==> src/rtl/comm_uart_tx.sv <==
// Inter-board link transmitter: packs one game message into a 5-byte frame
// (header, 3 payload bytes, XOR checksum) and shifts it out as 8N1 on UART_TXD.
module comm_uart_tx #(
    parameter int unsigned CLKS_PER_BIT = 434
) (
    input  logic       CLOCK_50,
    input  logic       reset,
    input  logic       send_new_message,
    input  logic       ball_message_tx,
    input  logic [8:0] ball_y_tx,
    input  logic [3:0] velocity_x_tx,
    input  logic [3:0] velocity_y_tx,
    input  logic       miss_message_tx,
    input  logic [4:0] my_score_tx,
    input  logic [4:0] your_score_tx,
    input  logic       you_should_serve_tx,
    input  logic       new_game_message_tx,
    input  logic       you_serve_first_tx,
    input  logic       new_game_ack_message_tx,
    output logic       message_sent,
    output logic       busy,
    output logic       msg_error,
    output logic       UART_TXD
);

    localparam int unsigned BAUD_W    = (CLKS_PER_BIT > 1) ? $clog2(CLKS_PER_BIT) : 1;
    localparam int unsigned BIT_W     = $clog2(8);
    localparam int unsigned BYTE_W    = $clog2(5);
    localparam int unsigned FRAME_W   = 40;
    localparam int unsigned PAYLOAD_W = 24;

    localparam logic [BAUD_W-1:0] BAUD_LAST = BAUD_W'(CLKS_PER_BIT - 1);
    localparam logic [BIT_W-1:0]  BIT_LAST  = BIT_W'(7);
    localparam logic [BYTE_W-1:0] BYTE_LAST = BYTE_W'(4);

    typedef enum logic [2:0] {
        IDLE,
        START,
        DATA,
        STOP,
        DONE
    } state_t;

    state_t               state_q, state_d;
    logic [BAUD_W-1:0]    baud_q, baud_d;
    logic [BIT_W-1:0]     bit_q, bit_d;
    logic [BYTE_W-1:0]    byte_q, byte_d;
    logic [FRAME_W-1:0]   frame_q, frame_d;
    logic                 txd_q, txd_d;
    logic                 busy_q, busy_d;
    logic                 sent_q, sent_d;
    logic                 err_q, err_d;

    logic [3:0]           flags;
    logic                 type_valid;
    logic [1:0]           type_code;
    logic [PAYLOAD_W-1:0] payload;
    logic [7:0]           header;
    logic [7:0]           checksum;
    logic [FRAME_W-1:0]   frame_new;
    logic [7:0]           cur_byte;
    logic [BIT_W-1:0]     bit_nxt;
    logic                 baud_done;

    assign flags = {new_game_ack_message_tx, new_game_message_tx,
                    miss_message_tx, ball_message_tx};

    // Frame assembly from the live inputs; only captured at the accept edge.
    always_comb begin
        type_valid = 1'b1;
        type_code  = 2'b00;
        case (flags)
            4'b0001: type_code = 2'b00;
            4'b0010: type_code = 2'b01;
            4'b0100: type_code = 2'b10;
            4'b1000: type_code = 2'b11;
            default: type_valid = 1'b0;
        endcase

        case (type_code)
            2'b00:   payload = {7'b0, ball_y_tx, velocity_x_tx, velocity_y_tx};
            2'b01:   payload = {13'b0, my_score_tx, your_score_tx, you_should_serve_tx};
            2'b10:   payload = {23'b0, you_serve_first_tx};
            default: payload = 24'b0;
        endcase

        header    = {4'b1010, type_code, 2'b00};
        checksum  = header ^ payload[23:16] ^ payload[15:8] ^ payload[7:0];
        frame_new = {header, payload, checksum};
    end

    // Byte currently on the line, header first.
    always_comb begin
        case (byte_q)
            BYTE_W'(0): cur_byte = frame_q[39:32];
            BYTE_W'(1): cur_byte = frame_q[31:24];
            BYTE_W'(2): cur_byte = frame_q[23:16];
            BYTE_W'(3): cur_byte = frame_q[15:8];
            default:    cur_byte = frame_q[7:0];
        endcase
    end

    assign bit_nxt   = bit_q + BIT_W'(1);
    assign baud_done = (baud_q == BAUD_LAST);

    // Next-state and next-output logic; the register below holds every output.
    always_comb begin
        state_d = state_q;
        baud_d  = baud_q;
        bit_d   = bit_q;
        byte_d  = byte_q;
        frame_d = frame_q;
        txd_d   = txd_q;
        busy_d  = busy_q;
        sent_d  = 1'b0;
        err_d   = 1'b0;

        case (state_q)
            IDLE: begin
                txd_d  = 1'b1;
                busy_d = 1'b0;
                if (send_new_message) begin
                    if (type_valid) begin
                        frame_d = frame_new;
                        state_d = START;
                        baud_d  = '0;
                        bit_d   = '0;
                        byte_d  = '0;
                        txd_d   = 1'b0;
                        busy_d  = 1'b1;
                    end else begin
                        err_d = 1'b1;
                    end
                end
            end

            START: begin
                if (baud_done) begin
                    baud_d  = '0;
                    bit_d   = '0;
                    state_d = DATA;
                    txd_d   = cur_byte[0];
                end else begin
                    baud_d = baud_q + BAUD_W'(1);
                end
            end

            DATA: begin
                if (baud_done) begin
                    baud_d = '0;
                    if (bit_q == BIT_LAST) begin
                        state_d = STOP;
                        txd_d   = 1'b1;
                    end else begin
                        bit_d = bit_nxt;
                        txd_d = cur_byte[bit_nxt];
                    end
                end else begin
                    baud_d = baud_q + BAUD_W'(1);
                end
            end

            STOP: begin
                if (baud_done) begin
                    baud_d = '0;
                    if (byte_q == BYTE_LAST) begin
                        state_d = DONE;
                        sent_d  = 1'b1;
                        busy_d  = 1'b0;
                        txd_d   = 1'b1;
                    end else begin
                        byte_d  = byte_q + BYTE_W'(1);
                        state_d = START;
                        txd_d   = 1'b0;
                    end
                end else begin
                    baud_d = baud_q + BAUD_W'(1);
                end
            end

            DONE: begin
                state_d = IDLE;
                txd_d   = 1'b1;
            end

            default: begin
                state_d = IDLE;
                txd_d   = 1'b1;
                busy_d  = 1'b0;
            end
        endcase
    end

    // Reset drives the line idle at once; a frame in flight is simply dropped.
    always_ff @(posedge CLOCK_50 or posedge reset) begin
        if (reset) begin
            state_q <= IDLE;
            baud_q  <= '0;
            bit_q   <= '0;
            byte_q  <= '0;
            frame_q <= '0;
            txd_q   <= 1'b1;
            busy_q  <= 1'b0;
            sent_q  <= 1'b0;
            err_q   <= 1'b0;
        end else begin
            state_q <= state_d;
            baud_q  <= baud_d;
            bit_q   <= bit_d;
            byte_q  <= byte_d;
            frame_q <= frame_d;
            txd_q   <= txd_d;
            busy_q  <= busy_d;
            sent_q  <= sent_d;
            err_q   <= err_d;
        end
    end

    assign UART_TXD     = txd_q;
    assign busy         = busy_q;
    assign message_sent = sent_q;
    assign msg_error    = err_q;

endmodule

==> config.mk <==
export PLATFORM = sky130hd
export DESIGN_NAME = comm_uart_tx
export DESIGN_NICKNAME = d
export VERILOG_FILES = /design/src/rtl/comm_uart_tx.sv
export SDC_FILE = /design/constraint.sdc
export NUM_CORES = 1
export LEC_CHECK = 0
export ABC_AREA = 1
export CAP_MARGIN = 20
export CORE_MARGIN = 3
export CORE_UTILIZATION = 45
export DETAILED_ROUTE_END_ITERATION = 16
export DONT_BUFFER_PORTS = 1
export PLACE_DENSITY = 0.63
export SETUP_SLACK_MARGIN = 0.3
export SLEW_MARGIN = 20
export SYNTH_ARGS = -nofsm -noshare
export SYNTH_HDL_FRONTEND = slang
export SYNTH_SLANG_ARGS = --single-unit
==> constraint.sdc <==
create_clock -name CLOCK_50 -period 3.21 [get_ports CLOCK_50]
set_input_delay 0.321 -clock CLOCK_50 [delete_from_list [all_inputs] [get_ports CLOCK_50]]
set_output_delay 0.321 -clock CLOCK_50 [all_outputs]
set_load 0.02 [all_outputs]
==> results of run 1 <==
final cells by class:
cell class	instances	area (um^2)	share of cell area
multi-input combinational	278	1420	0.467
sequential	50	1250	0.413
clock inverter	2	12.5	0.00412
inverter	45	170	0.0561
timing repair buffer	1	7.51	0.00247
tap	75	93.8	0.0309
clock buffer	6	82.6	0.0272
synthesized netlist by cell type (2+ instances only):
cell type / instances
or2_2: 2
o21a_1: 3
nor2_2: 2
nand2_1: 111
a31oi_1: 2
inv_2: 4
clkbuf_1: 2
dfrtp_1: 49
nor3_1: 3
o21ai_0: 22
ha_1: 9
nor3_2: 3
xnor2_1: 2
buf_4: 3
a22o_1: 5
nor2_1: 28
nand2_2: 2
o31ai_1: 3
xor2_1: 2
buf_2: 5
a21oi_1: 21
o22ai_1: 2
a22oi_1: 4
nand3_1: 35
inv_1: 41
o21ai_1: 6
placed cells by master (no fill, tap or decap), types with 4 or more instances in the layout:
cell	Yosys	final
clkbuf_8	0	6
dfrtp_1	49	49
a21oi_1	21	21
nand2_1	111	111
o21ai_0	22	22
ha_1	9	9
inv_2	4	4
a22o_1	5	5
a22oi_1	4	4
nor2_1	28	28
o21ai_1	6	6
nand3_1	35	35
inv_1	41	40
sequential cells by signal, summed over array words and instances (netlist names):
register	cells
state_q	3
UART_TXD	1
busy	1
msg_error	1
byte_q	3
frame_q	28
baud_q	9
message_sent	1
bit_q	3
worst max-delay path, delay by kind of cell, from the launching register on:
family / cells / cell delay, ps
AND/OR/NAND/NOR: 4 / 650
AO/OA/AOI/OAI: 3 / 590
flip-flops: 1 / 440
buffers and inverters: 2 / 270
power breakdown:
part	total, mW	internal, mW	switching (mW)	leakage [nW]
registers	0.629	0.629	0	0.644
clock network	0.392	0.174	0.219	0.0472
logic	0.0505	0.0148	0.0357	0.826
total	1.07	0.818	0.254	1.52
cell families (layout without fill, tap and decap cells):
| family | count (synthesis) | count (layout) | synth area share |
|---|---|---|---|
| simple gates | 191 | 191 | 0.283 |
| buf+inv | 56 | 54 | 0.0810 |
| xor+xnor | 4 | 4 | 0.0121 |
| flops | 50 | 50 | 0.431 |
| fa+ha+maj | 9 | 9 | 0.0388 |
| compound gates | 74 | 74 | 0.154 |
layer usage:
metal,vias up,share of wire
met5,-,0
met3,12,0.047
met2,57,0.44
li1,1245,-
met4,0,0.022
met1,1119,0.49
stage by stage:
step	util	hold WS, ps	std cells
4_1_cts	0.498	154	457
2_1_floorplan	-	440	384
3_5_place_dp	0.482	462	449
5_1_grt	0.498	108	457
3_3_place_gp	0.482	457	449
6_report	0.498	37.5	457
final timing paths:
path,startpoint,end,slack [ps],depth (start not counted)
worst max register to register,state_q[0],byte_q[2],1160,9
worst min register to register,frame_q[37],frame_q[37],480,1
max in group asynchronous,reset,frame_q[2],2680,1
worst min-delay path,reset,state_q[1],40,1
worst max-delay path,state_q[0],byte_q[2],1160,9
min in group CLOCK_50,ball_y_tx[3],frame_q[19],150,2
==> out/qor.csv, run 1 <==
stage,metric,value,unit
sta,final hold vios,0,
logic_synthesis,share of flip-flops with an asynchronous set or reset,1.00,
sta,setup ws final,1160,ps
detailed_routing,routed length per instance,13.8,um
clocking,Clock Sink Count,50,
detailed_routing,post-route ant nets,0,
floorplanning,IO Pins,40,
logic_synthesis,main area contributors after synthesis,"dfrtp_1 42%, nand2_1 14%, nand3_1 6.0%",
logic_synthesis,"EDFF count, synth",0,
floorplanning,core area,6100,um^2
clocking,CTS tree,yes,
run_status,outcome,"finished, final reports clean",
sta,fmax,489,MHz
power,pwr dens,353,nW/um^2
final_layout,nets@finish,426,
final_layout,FILL cells,610,
hold_path,Hold WC Path Type,in -> async,
detailed_routing,initial drt markers,110,
detailed_routing,DRC violations left,0,
logic_synthesis,"Avg Cell Area, Syn",7.56,um^2
final_layout,fin area,3040,um^2
logic_synthesis,share of the synthesized area in the top cell type,0.422,
sta,max-slew violations,0,
clocking,Worst-path clk slew,90,ps
logic_synthesis,synth unique cells,39,
floorplanning,Die Span X,86.3,um
sta,final period utilization,0.637,
logic_synthesis,ys flop type,dfrtp_1,
place,# port buffers,0,
setup_path,Worst EP required,3440,ps
flow_run,MaxCap Viol Count,0,
final_layout,layout cell share with drive strength beyond 1,0.0759,
global_route,first-pass GRT wire length,10800,um
place,Placement Setup Slack,1110,ps
global_route,initial antenna violation count,0,
global_route,M1 GR Usage,0.254,
place,placed cell area,2940,um^2
detailed_routing,Initial DRT Pass Iterations,4,
global_route,vias in the first global route,2328,
floorplanning,Initial Utilization,0.476,
detailed_routing,vias per std cell,5.32,
final_layout,diode count,0,
sta,RSZ-0062 raised after global routing,no,
place,dpl hpwl,4690,um
clocking,clk root buf,clkbuf_8,
sta,worst slew pin tran,856,ps
clocking,worst-skew pair later-pin latency,310,ps
detailed_routing,final WL,6320,um
setup_path,crit end category,register,
detailed_routing,via count,2433,
power,total power draw,1.07,mW
setup_path,Worst EP arrival,2270,ps
place,GPL Wtd Cong,0.821,
global_route,total track usage,0.183,
sta,Final setup viols,0,
sta,Rel. slew slack,0.429,
logic_synthesis,sequential fraction of the synthesis area,0.431,
clocking,Post-CTS Setup Bufs,0,
setup_path,Crit Path Class,reg -> reg,
clocking,CTS Hold Bufs,0,
logic_synthesis,Syn Inst Count,384,
logic_synthesis,Post-Syn Area,2900,um^2
final_layout,Area Growth Syn to Fin,4.52,%
clocking,clock tree buffer depth,2,
setup_path,Worst path slowest cell,dfrtp_1,
setup_path,CP peak stage delay,440,ps
logic_synthesis,Syn Nets,429,
floorplanning,Die Ht,86.3,um
power,Pleak,1.52,nW
floorplanning,die area,7450,um^2
setup_path,CP Launch Type,register,
logic_synthesis,synth warn,0,
global_route,largest net degree at the start of global routing,51,
global_route,GRT busiest layer,met2,
clocking,post-CTS sizing,0,
logic_synthesis,Yosys reg bits,50,
sta,final worst path period need,2050,ps
global_route,met2 Usage GRT,0.282,
setup_path,worst-path cell chain,"nor2_2, inv_2, nor2_1, nand2_1, a21oi_4, inv_2, a21oi_2, nand2_1, o22ai_1",
sta,Sum Neg Setup Slack,0,ps
power,Peak VDD IR,0.199,mV
setup_path,CP max FO,32,
floorplanning,num rows,28,
clocking,htree depth,2,
sta,Clock Skew,10.5,ps
global_route,grt met3 use,0.0333,
logic_synthesis,leading area contributor after synthesis,dfrtp_1,
global_route,global route overflow,0,
clocking,TritonCTS Buffers,5,
No activity file was read; power rests on OpenSTA's default activity.
==> run 2, diff against run 1 <==
==> constraint.sdc (replaced) <==
create_clock -name CLOCK_50 -period 2 [get_ports CLOCK_50]
set_input_delay 0.2 -clock CLOCK_50 [delete_from_list [all_inputs] [get_ports CLOCK_50]]
set_output_delay 0.2 -clock CLOCK_50 [all_outputs]
set_load 0.02 [all_outputs]
==> out/qor.csv, run 2 (synthesis gave the netlist of run 1 again) <==
stage,metric,value,unit,change
floorplanning,Die Span X,86.3,um,unchanged
final_layout,Regs by FF count,"frame_q (28), baud_q (9)",,
floorplanning,IO Pins,40,,unchanged
setup_path,CP top delay family,flip-flops,,
clocking,clock tree buffer depth,2,,unchanged
power,Pleak,1.66,nW,+9.2%
final_layout,layout cell share with drive strength beyond 1,0.188,,+0.112
final_layout,max FFs per register,28,,unchanged
place,DP Cell Count,455,,+1.3%
place,GPL Wtd Cong,0.886,,+7.9%
setup_path,crit-path most repeated cell,nand3_1,,
global_route,largest net degree at the start of global routing,30,,-41%
final_layout,most frequent cells in the layout,"106 x nand2_1, 48 x dfrtp_1, 36 x inv_1",,
power,Sw Ratio,0.230,,-0.00735
detailed_routing,routed length per instance,14.7,um,+6.4%
sta,Hold WS,39.2,ps,+1.67 ps
setup_path,worst-path cell chain,"ha_2, ha_4, buf_4, a21oi_2, nand3_1, nand3_1, nand3_1, a21oi_1, nand2_1, nand2_1, a21oi_2",,
floorplanning,die area,7450,um^2,unchanged
setup_path,Crit Path Class,reg -> reg,,
place,Placement Setup Slack,28.6,ps,-1080 ps
global_route,initial antenna violation count,0,,unchanged
global_route,global route overflow,0,,unchanged
global_route,total track usage,0.192,,+0.00893
power,switching power total,406,uW,+59%
final_layout,Util after Layout,0.559,,+0.0612
sta,Sum Neg Setup Slack,0,ps,unchanged
detailed_routing,Initial DRT Pass Iterations,4,,unchanged
final_layout,fin area,3410,um^2,+12%
sta,RSZ-0062 raised after global routing,yes,,
sta,worst slew pin tran,511,ps,-344 ps
flow_run,MaxCap Viol Count,0,,unchanged
detailed_routing,vias per std cell,5.42,,+1.7%
sta,Rel. slew slack,0.659,,+0.230
power,Internal,1.36,mW,+66%
sta,max-slew violations,0,,unchanged
place,# port buffers,0,,unchanged
sta,fmax,578,MHz,+18%
final_layout,Reg with most FFs,frame_q,,
detailed_routing,initial drt markers,158,,+44%
final_layout,FILL cells,602,,-1.3%
final_layout,nets@finish,448,,+5.2%
clocking,Worst-path clk slew,90,ps,about the same
power,pwr dens,518,nW/um^2,+47%
power,Peak VDD IR,0.420,mV,+110%
clocking,htree depth,2,,unchanged
detailed_routing,DRC violations left,0,,unchanged
place,dpl hpwl,5040,um,+7.5%
setup_path,crit end category,register,,
sta,Final setup viols,0,,unchanged
floorplanning,Die Ht,86.3,um,unchanged
final_layout,Area Growth Syn to Fin,17.4,%,
setup_path,CP peak stage delay,420,ps,-20 ps
sta,setup ws final,271,ps,-894 ps
global_route,first-pass GRT wire length,11400,um,+6.2%
run_status,outcome,"finished, final reports clean",,
setup_path,CP max FO,5,,-84%
setup_path,"Buf+Inv Stages, Crit Path",1,,-1
global_route,vias in the first global route,2347,,+0.82%
hold_path,Hold WC Path Type,in -> reg,,
place,placed cell area,3020,um^2,+2.6%
floorplanning,core area,6100,um^2,unchanged
detailed_routing,post-route ant nets,0,,unchanged
power,power share of the combinational group,0.053,,+0.006
setup_path,Worst EP required,2240,ps,-1200 ps
setup_path,CP Launch Type,register,,
setup_path,Worst EP arrival,1970,ps,-300 ps
power,clock network power share,0.375,,+0.009
sta,final period utilization,0.865,,+0.227
power,Flop pwr share,0.572,,-0.015
clocking,clk root buf,clkbuf_8,,
sta,final hold vios,0,,unchanged
sta,Clock Skew,4.13,ps,-6.35 ps
sta,final worst path period need,1730,ps,-316 ps
final_layout,diode count,0,,unchanged
power,total power draw,1.76,mW,+65%
detailed_routing,via count,2594,,+6.6%
clocking,Clock Sink Count,50,,unchanged
clocking,CTS tree,yes,,
clocking,worst-skew pair later-pin latency,300,ps,about the same
clocking,TritonCTS Buffers,5,,unchanged
floorplanning,Initial Utilization,0.476,,unchanged
setup_path,Worst path slowest cell,dfrtp_1,,
floorplanning,num rows,28,,unchanged
final_layout,post-route insts no fill,479,,+4.8%
final_layout,"most common cell after layout, fill and taps aside",nand2_1,,
detailed_routing,final WL,7040,um,+11%
run 2: cell types whose count changed in the layout (fill, tap and decap cells not counted), sizes merged:
| cell | before | now |
|---|---|---|
| clkbuf | 6 | 8 |
| clkinv | 2 | 1 |
| clkinvlp | 1 | 0 |
| inv | 44 | 45 |
| dlygate4sd3 | 0 | 1 |
| buf | 1 | 21 |
run 2: area by class of cell:
type / instances / area [um^2] / share of cell area
Timing Repair Buffer: 23 / 229 / 0.0672
Tap cell: 75 / 93.8 / 0.0275
Clock buffer: 7 / 96.3 / 0.0283
Inverter: 45 / 174 / 0.0510
Clock inverter: 1 / 8.76 / 0.00257
Multi-Input combinational cell: 278 / 1550 / 0.456
Sequential cell: 50 / 1250 / 0.368
run 2: power groups by stage:
stage	Clock (mW)	Sequential [mW]	Combinational, mW
4_1_cts	0.674	1.01	0.0950
6_report	0.662	1.01	0.0930
3_3_place_gp	0	1.03	0.0907
2_1_floorplan	0	1.03	0.0678
5_1_grt	0.718	1.01	0.107
3_5_place_dp	0	1.03	0.0926
run 2: layer usage:
metal	wire, um	global-route usage	part of all wire	vias to the layer above
li1	-	-	-	1298
met1	3230	0.271	0.46	1230
met2	3420	0.308	0.49	59
met3	323	0.0418	0.046	7
met4	70	0.0312	0.0099	0
met5	0	0	0	-
run 2: path summary, 6_finish.rpt:
| kind | start | endpoint | slack [ps] | depth (start not counted) |
|---|---|---|---|---|
| worst max register to register | byte_q[1] | UART_TXD | 270 | 11 |
| worst min register to register | frame_q[37] | frame_q[37] | 470 | 1 |
| max in group asynchronous | reset | UART_TXD | 1030 | 3 |
| min in group asynchronous | reset | message_sent | 380 | 2 |
| worst max-delay path | byte_q[1] | UART_TXD | 270 | 11 |
| worst min-delay path | ball_y_tx[3] | frame_q[19] | 40 | 2 |
run 2: timing repair:
item / in CTS / in global routing
buffers inserted: 6 / 8
endpoints found under the hold margin: 21 / 0
pin swaps: 6 / 7
resized for setup: 15 / 25
setup endpoints to repair: 25 / 31
cloned: 0 / 1
hold buffers: 1 / 0
==> run 3, diff against run 2 <==
--- a/config.mk
+++ b/config.mk
@@ -10,8 +10,7 @@
 export CORE_MARGIN = 3
 export CORE_UTILIZATION = 45
 export DETAILED_ROUTE_END_ITERATION = 16
-export DONT_BUFFER_PORTS = 1
-export PLACE_DENSITY = 0.63
+export PLACE_DENSITY = 0.71
 export SETUP_SLACK_MARGIN = 0.3
 export SLEW_MARGIN = 20
 export SYNTH_ARGS = -nofsm -noshare
==> out/qor.csv, run 3 (synthesis gave the netlist of run 1 again) <==
stage,metric,value,unit,change
final_layout,"most common cell after layout, fill and taps aside",nand2_1,,
sta,Rel. slew slack,0.715,,+0.0560
final_layout,Regs by FF count,"frame_q (28), baud_q (9)",,
detailed_routing,initial drt markers,129,,-18%
floorplanning,Die Ht,86.3,um,unchanged
setup_path,crit path from,byte_q[0],,
final_layout,diode count,0,,unchanged
detailed_routing,via count,2790,,+7.6%
clocking,worst-skew pair later-pin latency,310,ps,about the same
place,Placement Setup Slack,1.59,ps,-27.0 ps
clocking,htree depth,2,,unchanged
global_route,largest net degree at the start of global routing,23,,-23%
global_route,vias in the first global route,2581,,+10%
final_layout,most frequent cells in the layout,"102 x nand2_1, 48 x dfrtp_1, 36 x clkdlybuf4s50_1",,
clocking,CTS Hold Bufs,0,,-1
sta,final period utilization,0.896,,+0.0315
sta,final hold vios,0,,unchanged
power,Pleak,1.90,nW,+14%
final_layout,max FFs per register,28,,unchanged
sta,setup ws final,208,ps,-63.0 ps
setup_path,CP Launch Type,register,,
detailed_routing,routed length per instance,13.8,um,-6.5%
setup_path,CP max FO,7,,+2
detailed_routing,post-route ant nets,0,,unchanged
detailed_routing,DRC violations left,0,,unchanged
place,# port buffers,39,,+39
sta,max-slew violations,0,,unchanged
clocking,Clock Sink Count,50,,unchanged
setup_path,Reg-to-Reg Start,byte_q[0],,
floorplanning,Die Span X,86.3,um,unchanged
final_layout,Reg with most FFs,frame_q,,
sta,Clock Skew,6.14,ps,+2.01 ps
global_route,first-pass GRT wire length,11300,um,-0.79%
setup_path,Crit Path Class,reg -> reg,,
floorplanning,num rows,28,,unchanged
global_route,total track usage,0.191,,-0.00105
detailed_routing,final WL,7260,um,+3.1%
setup_path,crit end category,register,,
floorplanning,Initial Utilization,0.476,,unchanged
final_layout,Area Growth Syn to Fin,35.8,%,
global_route,met2 Usage GRT,0.311,,+0.00278
power,pwr dens,457,nW/um^2,-12%
final_layout,layout cell share with drive strength beyond 1,0.212,,+0.0238
floorplanning,die area,7450,um^2,unchanged
sta,Final setup viols,0,,unchanged
clocking,CTS tree,yes,,
floorplanning,IO Pins,40,,unchanged
global_route,initial antenna violation count,0,,unchanged
clocking,TritonCTS Buffers,5,,unchanged
global_route,GRT busiest layer,met2,,
power,Peak VDD IR,0.322,mV,-23%
final_layout,Util after Layout,0.647,,+0.0881
sta,final worst path period need,1790,ps,+63.0 ps
setup_path,Worst EP arrival,2030,ps,+60 ps
power,total power draw,1.80,mW,+2.2%
clocking,Worst-path clk slew,90,ps,about the same
flow_run,MaxCap Viol Count,0,,unchanged
detailed_routing,vias per std cell,5.28,,-2.4%
global_route,global route overflow,0,,unchanged
global_route,M1 GR Usage,0.257,,-0.0139
floorplanning,core area,6100,um^2,unchanged
setup_path,Worst EP required,2240,ps,about the same
run_status,outcome,"finished, final reports clean",,
place,GPL Wtd Cong,0.853,,-3.6%
clocking,clock tree buffer depth,2,,unchanged
final_layout,nets@finish,497,,+11%
sta,fmax,558,MHz,-3.5%
global_route,grt met3 use,0.0266,,-0.0152
hold_path,Hold WC Path Type,in -> async,,
place,dpl hpwl,5020,um,-0.33%
detailed_routing,Initial DRT Pass Iterations,4,,unchanged
clocking,clk root buf,clkbuf_8,,
sta,RSZ-0062 raised after global routing,yes,,
sta,Sum Neg Setup Slack,0,ps,unchanged
sta,worst slew pin tran,427,ps,-83.9 ps
## run 3: cell types whose count changed in the layout (fill, tap and decap cells not counted), moves of 3 or more
cell,change
buf_4,+7
clkdlybuf4s50_1,+36
dlymetal6s2s_1,+3
nand2_1,-4
nand2_2,+4
nand3_1,-3
nand3_2,+3
## run 3: timing repair
action,CTS,global route
endpoints found under the hold margin,0,0
gates resized for setup,24,36
cloned,0,3
pin swaps,4,19
endpoints found under the setup margin,13,24
buffers inserted,4,11
## run 3: path summary, 6_finish.rpt
check	endpoint	slack, ps	depth (start not counted)
max	UART_TXD	210	11
min	frame_q[34]	200	2
max reg2reg	UART_TXD	210	11
min reg2reg	frame_q[8]	490	2
max in group asynchronous	frame_q[12]	1200	3
min in group CLOCK_50	frame_q[35]	280	4
## run 3: final cells by class
class	instances	area (um^2)
inverter	45	176
tap	75	93.8
timing repair buffer	71	731
fill	539	2150
clock buffer	7	86.3
clock inverter	1	5.00
timing repair inverter	1	5.00
multi-input combinational	278	1590
sequential	50	1250
## run 3: report_power, final
group	internal [mW]	total, mW	leakage [nW]	switching, mW
Combinational	0.0925	0.172	1.20	0.0792
Sequential	1.01	1.01	0.643	0
Clock	0.280	0.622	0.0482	0.342
## run 3: routing by layer
layer,up-vias,part of all wire
met1,1305,0.46
li1,1391,-
met5,-,0
met4,0,0.021
met3,14,0.052
met2,80,0.46
## run 3: worst max-delay path, cell delays in order (launching register included)
cell and delay [ps]:
dfrtp_1 430, ha_2 200, ha_4 200, buf_12 140, a21oi_1 170, nand3_1 120, nand3_1 80, nand3_1 90
a21oi_2 120, nand2_1 60, nand2_1 60, a21oi_1 60
## run 3: metrics by stage
stage,hold WS [ps],area (um^2),cells
2_1_floorplan,347,2920,384
3_3_place_gp,452,3450,502
3_5_place_dp,464,3450,502
4_1_cts,215,3680,514
5_1_grt,242,3950,528
6_report,195,3950,528
